==> src/rtl/inst_fetch_queue_if.sv <==
// Bundles the redirect, memory request/response and decode-side signals of inst_fetch_queue.
// fsm_state is a debug view of the fetch FSM (BOOT=0, RUN=1, HALT=2).
interface inst_fetch_queue_if;
  // Handshakes: a request transfers on a clock edge where mem_req_valid && mem_req_ready,
  // and an instruction transfers where inst_valid && inst_ready. The response channel has
  // no ready: mem_rsp_valid marks one in-order response per accepted request.
  logic        redirect_valid;
  logic [63:0] redirect_pc;
  logic        mem_req_valid;
  logic [63:0] mem_req_addr;
  logic        mem_req_ready;
  logic        mem_rsp_valid;
  logic [31:0] mem_rsp_data;
  logic        inst_valid;
  logic [31:0] inst_data;
  logic [63:0] inst_pc;
  logic        inst_ready;
  logic        fetch_fault;
  logic [1:0]  fsm_state;

  modport master (
    input  redirect_valid, redirect_pc, mem_req_ready, mem_rsp_valid, mem_rsp_data, inst_ready,
    output mem_req_valid, mem_req_addr, inst_valid, inst_data, inst_pc, fetch_fault, fsm_state
  );

  modport slave (
    output redirect_valid, redirect_pc, mem_req_ready, mem_rsp_valid, mem_rsp_data, inst_ready,
    input  mem_req_valid, mem_req_addr, inst_valid, inst_data, inst_pc, fetch_fault, fsm_state
  );
endinterface

==> src/rtl/inst_fetch_queue.sv <==
// Instruction fetch queue: issues sequential/redirected PC reads and buffers returned words for decode.
// Optional macro FETCH_MISALIGN_TRAP_EN: a misaligned redirect halts fetch and raises fetch_fault.
module inst_fetch_queue #(
  parameter int          DEPTH    = 4,
  parameter logic [63:0] RESET_PC = 64'd0
) (
  input  logic               clk,
  input  logic               reset,
  inst_fetch_queue_if.master bus
);
  localparam int PW = $clog2(DEPTH);
  localparam int CW = PW + 1;

  typedef enum logic [1:0] {
    BOOT = 2'd0,
    RUN  = 2'd1
`ifdef FETCH_MISALIGN_TRAP_EN
    , HALT = 2'd2
`endif
  } state_t;

  state_t        state;
  logic [63:0]   fetch_pc;
  logic [63:0]   rsp_pc;
  logic [31:0]   q_data [DEPTH];
  logic [63:0]   q_pc   [DEPTH];
  logic [PW-1:0] wr_ptr;
  logic [PW-1:0] rd_ptr;
  logic [CW-1:0] count;
  logic [CW-1:0] outstanding;
  logic [CW-1:0] drop_cnt;

  logic          run;
  logic          redirect;
  logic          credit_ok;
  logic          req_valid;
  logic          req_fire;
  logic          push;
  logic          pop;
  logic [CW-1:0] outstanding_next;
  logic [63:0]   target;

  // Outstanding requests plus queued words never exceed DEPTH, so a push always finds room.
  assign run              = (state == RUN);
  assign redirect         = run && bus.redirect_valid;
  assign credit_ok        = ({1'b0, outstanding} + {1'b0, count}) < (CW+1)'(DEPTH);
  assign req_valid        = run && !bus.redirect_valid && credit_ok;
  assign req_fire         = req_valid && bus.mem_req_ready;
  assign push             = bus.mem_rsp_valid && (drop_cnt == '0);
  assign pop              = (count != '0) && bus.inst_ready;
  assign outstanding_next = outstanding + CW'(req_fire) - CW'(bus.mem_rsp_valid);
  assign target           = bus.redirect_pc & ~64'd3;

  assign bus.mem_req_valid = req_valid;
  assign bus.mem_req_addr  = fetch_pc;
  assign bus.inst_valid    = (count != '0);
  assign bus.inst_data     = q_data[rd_ptr];
  assign bus.inst_pc       = q_pc[rd_ptr];
  assign bus.fsm_state     = state;

`ifdef FETCH_MISALIGN_TRAP_EN
  logic fault;
  assign bus.fetch_fault = fault;
`else
  assign bus.fetch_fault = 1'b0;
`endif

  always_ff @(posedge clk or posedge reset) begin
    if (reset) begin
      state       <= BOOT;
      fetch_pc    <= RESET_PC;
      rsp_pc      <= RESET_PC;
      wr_ptr      <= '0;
      rd_ptr      <= '0;
      count       <= '0;
      outstanding <= '0;
      drop_cnt    <= '0;
      for (int i = 0; i < DEPTH; i++) begin
        q_data[i] <= '0;
        q_pc[i]   <= '0;
      end
`ifdef FETCH_MISALIGN_TRAP_EN
      fault       <= 1'b0;
`endif
    end else begin
      outstanding <= outstanding_next;
      if (state == BOOT) state <= RUN;
      if (redirect) begin
        // Everything in flight belongs to the old path, including a response arriving now.
        count    <= '0;
        wr_ptr   <= '0;
        rd_ptr   <= '0;
        drop_cnt <= outstanding_next;
`ifdef FETCH_MISALIGN_TRAP_EN
        if (bus.redirect_pc[1:0] != 2'b00) begin
          state <= HALT;
          fault <= 1'b1;
        end else begin
          fetch_pc <= target;
          rsp_pc   <= target;
        end
`else
        fetch_pc <= target;
        rsp_pc   <= target;
`endif
      end else begin
        if (req_fire) fetch_pc <= fetch_pc + 64'd4;
        if (bus.mem_rsp_valid) begin
          if (drop_cnt != '0) begin
            drop_cnt <= drop_cnt - CW'(1);
          end else begin
            q_data[wr_ptr] <= bus.mem_rsp_data;
            q_pc[wr_ptr]   <= rsp_pc;
            wr_ptr         <= wr_ptr + PW'(1);
            rsp_pc         <= rsp_pc + 64'd4;
          end
        end
        if (pop) rd_ptr <= rd_ptr + PW'(1);
        count <= count + CW'(push) - CW'(pop);
      end
    end
  end

  no_push_when_full: assert property (@(posedge clk) disable iff (reset)
    !(push && !redirect && (count == CW'(DEPTH))));
endmodule

==> src/flat_wrapper.sv <==
// flat-port wrapper written by rule: the top's interface ports become plain ports
module inst_fetch_queue_flat 
#(
  parameter int          DEPTH    = 4,
  parameter logic [63:0] RESET_PC = 64'd0
)
  (clk, reset, bus_redirect_valid, bus_redirect_pc, bus_mem_req_ready, bus_mem_rsp_valid, bus_mem_rsp_data, bus_inst_ready, bus_mem_req_valid, bus_mem_req_addr, bus_inst_valid, bus_inst_data, bus_inst_pc, bus_fetch_fault, bus_fsm_state);
  inst_fetch_queue_if bus_i ();
  input  logic clk;
  input  logic reset;
  input wire logic [$bits(bus_i.redirect_valid)-1:0] bus_redirect_valid;
  input wire logic [$bits(bus_i.redirect_pc)-1:0] bus_redirect_pc;
  input wire logic [$bits(bus_i.mem_req_ready)-1:0] bus_mem_req_ready;
  input wire logic [$bits(bus_i.mem_rsp_valid)-1:0] bus_mem_rsp_valid;
  input wire logic [$bits(bus_i.mem_rsp_data)-1:0] bus_mem_rsp_data;
  input wire logic [$bits(bus_i.inst_ready)-1:0] bus_inst_ready;
  output wire logic [$bits(bus_i.mem_req_valid)-1:0] bus_mem_req_valid;
  output wire logic [$bits(bus_i.mem_req_addr)-1:0] bus_mem_req_addr;
  output wire logic [$bits(bus_i.inst_valid)-1:0] bus_inst_valid;
  output wire logic [$bits(bus_i.inst_data)-1:0] bus_inst_data;
  output wire logic [$bits(bus_i.inst_pc)-1:0] bus_inst_pc;
  output wire logic [$bits(bus_i.fetch_fault)-1:0] bus_fetch_fault;
  output wire logic [$bits(bus_i.fsm_state)-1:0] bus_fsm_state;
  assign bus_i.redirect_valid = bus_redirect_valid;
  assign bus_i.redirect_pc = bus_redirect_pc;
  assign bus_i.mem_req_ready = bus_mem_req_ready;
  assign bus_i.mem_rsp_valid = bus_mem_rsp_valid;
  assign bus_i.mem_rsp_data = bus_mem_rsp_data;
  assign bus_i.inst_ready = bus_inst_ready;
  assign bus_mem_req_valid = bus_i.mem_req_valid;
  assign bus_mem_req_addr = bus_i.mem_req_addr;
  assign bus_inst_valid = bus_i.inst_valid;
  assign bus_inst_data = bus_i.inst_data;
  assign bus_inst_pc = bus_i.inst_pc;
  assign bus_fetch_fault = bus_i.fetch_fault;
  assign bus_fsm_state = bus_i.fsm_state;
  inst_fetch_queue #(.DEPTH(DEPTH), .RESET_PC(RESET_PC)) u_core (.clk(clk), .reset(reset), .bus(bus_i));
endmodule
==> config.mk <==
export PLATFORM = sky130hd
export DESIGN_NAME = inst_fetch_queue_flat
export DESIGN_NICKNAME = d
export VERILOG_FILES = /design/src/rtl/inst_fetch_queue_if.sv /design/src/rtl/inst_fetch_queue.sv /design/src/flat_wrapper.sv
export SDC_FILE = /design/constraint.sdc
export NUM_CORES = 1
export LEC_CHECK = 0
export CORE_ASPECT_RATIO = 1.4
export CORE_UTILIZATION = 30
export DETAILED_ROUTE_END_ITERATION = 10
export HOLD_SLACK_MARGIN = 0.08
export PLACE_DENSITY_LB_ADDON = 0.15
export SYNTH_ARGS = -nofsm -noshare
export SYNTH_HDL_FRONTEND = slang
export SYNTH_SLANG_ARGS = --single-unit
export TNS_END_PERCENT = 100
==> constraint.sdc <==
create_clock -name clk -period 44.9 [get_ports clk]
set_input_delay 13.47 -clock clk [delete_from_list [all_inputs] [get_ports clk]]
set_output_delay 13.47 -clock clk [all_outputs]
set_load 0.02 [all_outputs]
==> results.yml, run 1 <==
status:
  status: "finished clean"
worst_setup_path:
  worst_setup_path_end_kind: "output port"
  worstPathArrival_ns: 15.01
  cp-start-kind: "input pin"
  crit_type: "in -> out"
  crit_required_ns: 31.43
  critical_path.max_fanout: 3
synthesis:
  synth-async-reset-ratio_pct: 100.0
  yosysTopAreaCell: "dfrtp_1"
  ys_top_cells_by_count: "dfrtp_1 (514), mux2_2 (368), nor2_1 (106), nand2_1 (95), mux4_2 (94)"
  ys_ff_latch: 514
  synth_area_sq_um: 24340
  synth_most_common_cell: "dfrtp_1"
  synth_flop_cell: "dfrtp_1"
  synth_edf_count: 0
  postSynthAreaPerCell_sq_um: 12.78
  yosys_warnings: 0
  seq_area_frac_synth_pct: 52.85
  syn-instance-count: 1904
  synth_top_area_share_pct: 52.85
  synth.distinct_cells: 49
  ys_top_cells_by_area: "dfrtp_1 (53%), mux2_2 (17%), mux4_2 (8.7%), nor2_1 (1.6%), a31oi_1 (1.5%)"
final_layout:
  area_growth_pct: 22.65
  n_antenna_cell: 0
  num-fill-cells: 7829
  drive_gt1_share_pct: 27.77
  multi_input_area_sq_um: 10870
  seqCellArea_sq_um: 12870
  final_nets: 2223
  fin_util_pct: 37.16
die:
  ios: 267
  die_y_um: 339.0
  start_util_pct: 30.30
  core_sq_um: 80330
  dieWidth_um: 242.7
  dieArea_sq_um: 82290
  rows: 123
power_and_ir_drop:
  intPower_uw: 1246
  p_clk_share_pct: 26.3
  peakVddDrop_uv: 45.59
  share_seq_of_total_power_pct: 38.4
  cellLeakagePower_uw: 0.01255
  powerDensity_nw_per_um2: 61.91
  combPwrFrac_pct: 35.3
  sw_frac_of_total_pct: 32.59
  switching_power_uw: 602.3
global_routing:
  grt_overflow: 0
  antenna_found_initial: 3
  grt_pass1_vias: 17380
  track_usage_pct: 17.81
  grt_pass1_wl_mm: 112.3
  grt_max_degree: 162
placement:
  port_buffers: 258
  place_congestion: 0.8010
  hpwl_mm: 48.86
  pre_cts_ws_ns: 16.43
route:
  firstDrtPassIters: 5
  route.detailed.drc: 0
  ant_nets: 0
  wl_per_cell_um: 22.68
  drtIter0Drc: 793
  drt-vias-per-instance: 5.180
  vias: 16639
  finalWirelength_mm: 72.84
clocking:
  ctsResizeCount: 0
  clock_sinks: 514
  cts-htree-levels: 2
  cts_root_buffer: "clkbuf_16"
  cts.clk_slew.worst_paths_ns: 0.06
  clk_latency_ns: 0.63
  cts_tree: "built"
  postCtsSetupRepairBufs: 0
  clk_path_buf_depth: 3
  cts_buffers: 55
  hold_buffers: 0
job:
  maxCapViolCount: 0
timing:
  max_slew_margin_pct: 20.38
  min_period_ns: 28.48
  grt_setup_unrepaired: "no"
  finalSetupViolations: 0
  fin_crit_sh_pct: 63.43
  whs_ns: 0.4767
  maxSlewViolCount: 0
  fin_skew_ns: 0.01736
  worst_pin_slew_ns: 1.194
  hold_viol: 0
  setup_ws_ns: 16.42
  setup_tns_ns: 0
  fmax_ghz: 0.03511
hold_path:
  hp-class: "reg -> reg"
[flip-flops by register name, summed over array words and instances, names as in the netlist]
signal	flops
u_core.drop_cnt	3
u_core.bus.fsm_state	1
u_core.rd_ptr	2
u_core.rsp_pc	62
u_core.bus.mem_req_addr	62
u_core.q_pc	248
u_core.outstanding	3
u_core.q_data	128
u_core.count	3
u_core.wr_ptr	2
[routing by layer]
layer	wire [um]	GRT usage, %	part of all wire, %
met5	36	0	0.049
met1	31410	22.96	43
met2	35620	29.79	49
met3	4154	4.275	5.7
met4	1622	4.651	2.2
[cell usage in the layout (no fill, tap or decap), types with 50 or more instances in the layout]
cell             instances
nor2_1                 106
nand2_1                 90
mux2_2                 368
a31oi_1                 57
a21oi_1                 53
nand4_1                 52
clkdlybuf4s50_1        258
dfrtp_1                512
clkbuf_16               55
mux4_2                  94
nand3_1                 50
[power by group through the flow]
stage / clock [uW] / sequential [uW] / combinational [uW]
6_report: 486 / 710 / 652
5_1_grt: 521 / 733 / 700
4_1_cts: 503 / 711 / 667
3_5_place_dp: 0 / 719 / 664
3_3_place_gp: 0 / 707 / 657
2_1_floorplan: 0 / 676 / 432
[layout make-up]
class	instances	area share (%)
inverters	24	0.3269
clock inverters	25	1.094
clock buffers	77	5.390
well taps	1062	4.452
repair buffers	279	9.222
multi-input cells	1231	36.40
flip-flops and latches	514	43.12
[kinds of logic (layout without fill, tap and decap cells)]
group	after synthesis	count (layout)	synth area share, %
adders and majority gates	16	16	0.8842
and+or+nand+nor	480	480	10.53
other	2	7	0.03086
AOI/OAI and AO/OA	209	209	5.187
xor gates and xnor gates	56	56	2.015
buffers and inverters	164	405	2.740
DFF	514	514	52.85
muxes	463	463	25.77
[final timing paths]
check	depth (start not counted)	startpoint	endpoint	slack, ns
worst max register to register	6	u_core.bus.fsm_state[0]	u_core.q_pc[56]	41.41
worst min register to register	2	u_core.q_pc[38]	u_core.q_pc[38]	0.48
min in group asynchronous	2	reset	u_core.q_pc[56]	13.41
worst min-delay path	2	u_core.q_pc[38]	u_core.q_pc[38]	0.48
max in group asynchronous	4	reset	u_core.q_pc[127]	28.69
worst max-delay path	4	bus_redirect_valid	bus_mem_req_valid	16.42
[through the flow]
step	total power [uW]	area, sq um	std cells
3_5_place_dp	1383	27910	3110
2_1_floorplan	1108	24360	1909
6_report	1848	29850	3212
5_1_grt	1954	29850	3212
4_1_cts	1881	29850	3212
3_3_place_gp	1364	27910	3110
[critical path: stages]
cell and delay (ns):
clkdlybuf4s50_1 0.48, nor3b_1 0.27, and3_1 0.19, clkdlybuf4s50_1 0.60
No activity file was read; power rests on OpenSTA's default activity.
==> inputs of run 2 (changes only) <==
- clock period: 44.9 -> 27.4 ns (I/O delays scaled with it)
==> results.yml, run 2 (synthesized netlist as in run 1, its figures left out) <==
route:
  vias: 16659
  finalWirelength_mm: 73.22
  drt-vias-per-instance: 5.191
  wl_per_cell_um: 22.82
  route.detailed.drc: 0
  ant_nets: 0
  drtIter0Drc: 1010
  firstDrtPassIters: 5
final_layout:
  largestRegisters: "u_core.q_pc: 248 flops, u_core.q_data: 128 flops"
  n_antenna_cell: 0
  drive_gt1_share_pct: 27.57
  layout_common_cells: "dfrtp_1 (512), mux2_2 (368), clkdlybuf4s50_1 (258)"
  area_growth_pct: 22.16
  largest_register_ffs: 248
  final_common_cell: "dfrtp_1"
  fin_area_sq_um: 29730
  final_nets: 2224
  largest-register: "u_core.q_pc"
  fin_util_pct: 37.01
  num-fill-cells: 7894
placement:
  hpwl_mm: 48.85
  pre_cts_ws_ns: 9.412
  port_buffers: 258
  place_congestion: 0.8030
  placed_cell_area_sq_um: 27910
die:
  dieWidth_um: 242.7
  start_util_pct: 30.30
  core_sq_um: 80330
  dieArea_sq_um: 82290
  rows: 123
  die_y_um: 339.0
  ios: 267
global_routing:
  grt_pass1_wl_mm: 112.4
  grt_max_degree: 186
  antenna_found_initial: 2
  grt_overflow: 0
  grt_pass1_vias: 17376
  track_usage_pct: 17.87
timing:
  maxSlewViolCount: 0
  setup_ws_ns: 9.428
  hold_viol: 0
  grt_setup_unrepaired: "no"
  fin_crit_sh_pct: 65.59
  max_slew_margin_pct: 27.12
  finalSetupViolations: 0
  min_period_ns: 17.97
  fin_skew_ns: 0.02083
  worst_pin_slew_ns: 1.093
  setup_tns_ns: 0
  fmax_ghz: 0.05564
clocking:
  clock_sinks: 514
  clk_path_buf_depth: 3
  cts_buffers: 56
  clk_latency_ns: 0.63
  postCtsSetupRepairBufs: 0
  cts_root_buffer: "clkbuf_16"
  cts.clk_slew.worst_paths_ns: 0.06
  cts_tree: "built"
  hold_buffers: 0
  ctsResizeCount: 0
  cts-htree-levels: 2
power_and_ir_drop:
  powerDensity_nw_per_um2: 100.5
  peakVddDrop_uv: 54.39
  cellLeakagePower_uw: 0.01250
worst_setup_path:
  worstPathArrival_ns: 9.75
  critical_path.max_fanout: 3
  crit_type: "in -> out"
  crit_required_ns: 19.18
  worst_setup_path_end_kind: "output port"
  cp-start-kind: "input pin"
status:
  status: "finished clean"
job:
  maxCapViolCount: 0
hold_path:
  hp-class: "reg -> reg"
run 2: cell count changes in the layout (fill, tap and decap cells not counted), moves of 2 or more:
cell       before  now
clkbuf_8       15   10
bufinv_16       6    2
clkbuf_16      55   58
clkbuf_1        7    9
clkinv_2       11   13
clkinv_4        1    3
inv_16          2    0
run 2: where the power goes:
group / internal, uW / switching, uW / total [uW]
logic: 583 / 488 / 1070
clock network: 432 / 324 / 756
registers: 990 / 171 / 1160
run 2: metal layers:
metal,track usage [%],vias to the layer above,wire (um)
met4,4.311,4,1505
met2,30.04,376,35860
met5,0,-,23
met3,3.982,88,4156
li1,-,7480,-
met1,23.22,8711,31680
run 2: layout make-up:
type | instances | area (sq um) | share of cell area [%]
multi-input cells | 1231 | 10870 | 36.55
clock buffers | 77 | 1623 | 5.458
flip-flops and latches | 514 | 12870 | 43.29
well taps | 1062 | 1329 | 4.469
repair buffers | 279 | 2753 | 9.258
inverters | 24 | 97.59 | 0.3283
clock inverters | 22 | 193.9 | 0.6523
run 2: final timing paths:
check	startpoint	end	slack, ns	depth (start not counted)
setup / recovery	bus_redirect_valid	bus_mem_req_valid	9.43	4
hold / removal	u_core.q_pc[38]	u_core.q_pc[38]	0.47	2
setup reg to reg	u_core.drop_cnt[0]	u_core.rsp_pc[46]	23.97	8
hold reg to reg	u_core.q_pc[38]	u_core.q_pc[38]	0.47	2
max in group asynchronous	reset	u_core.q_pc[78]	16.30	5
min in group asynchronous	reset	u_core.q_pc[57]	8.05	2
run 2: critical path: stages:
cell             delay, ns
clkdlybuf4s50_1       0.48
nor3b_1               0.26
and3_1                0.19
clkdlybuf4s50_1       0.60
run 2: metrics by stage:
stage	instances	power (uW)	hold WS, ns
3_5_place_dp	3110	2266	0.4660
5_1_grt	3209	3156	0.5082
6_report	3209	2987	0.4746
3_3_place_gp	3110	2234	0.4565
2_1_floorplan	1909	1815	0.4446
4_1_cts	3209	3042	0.4798
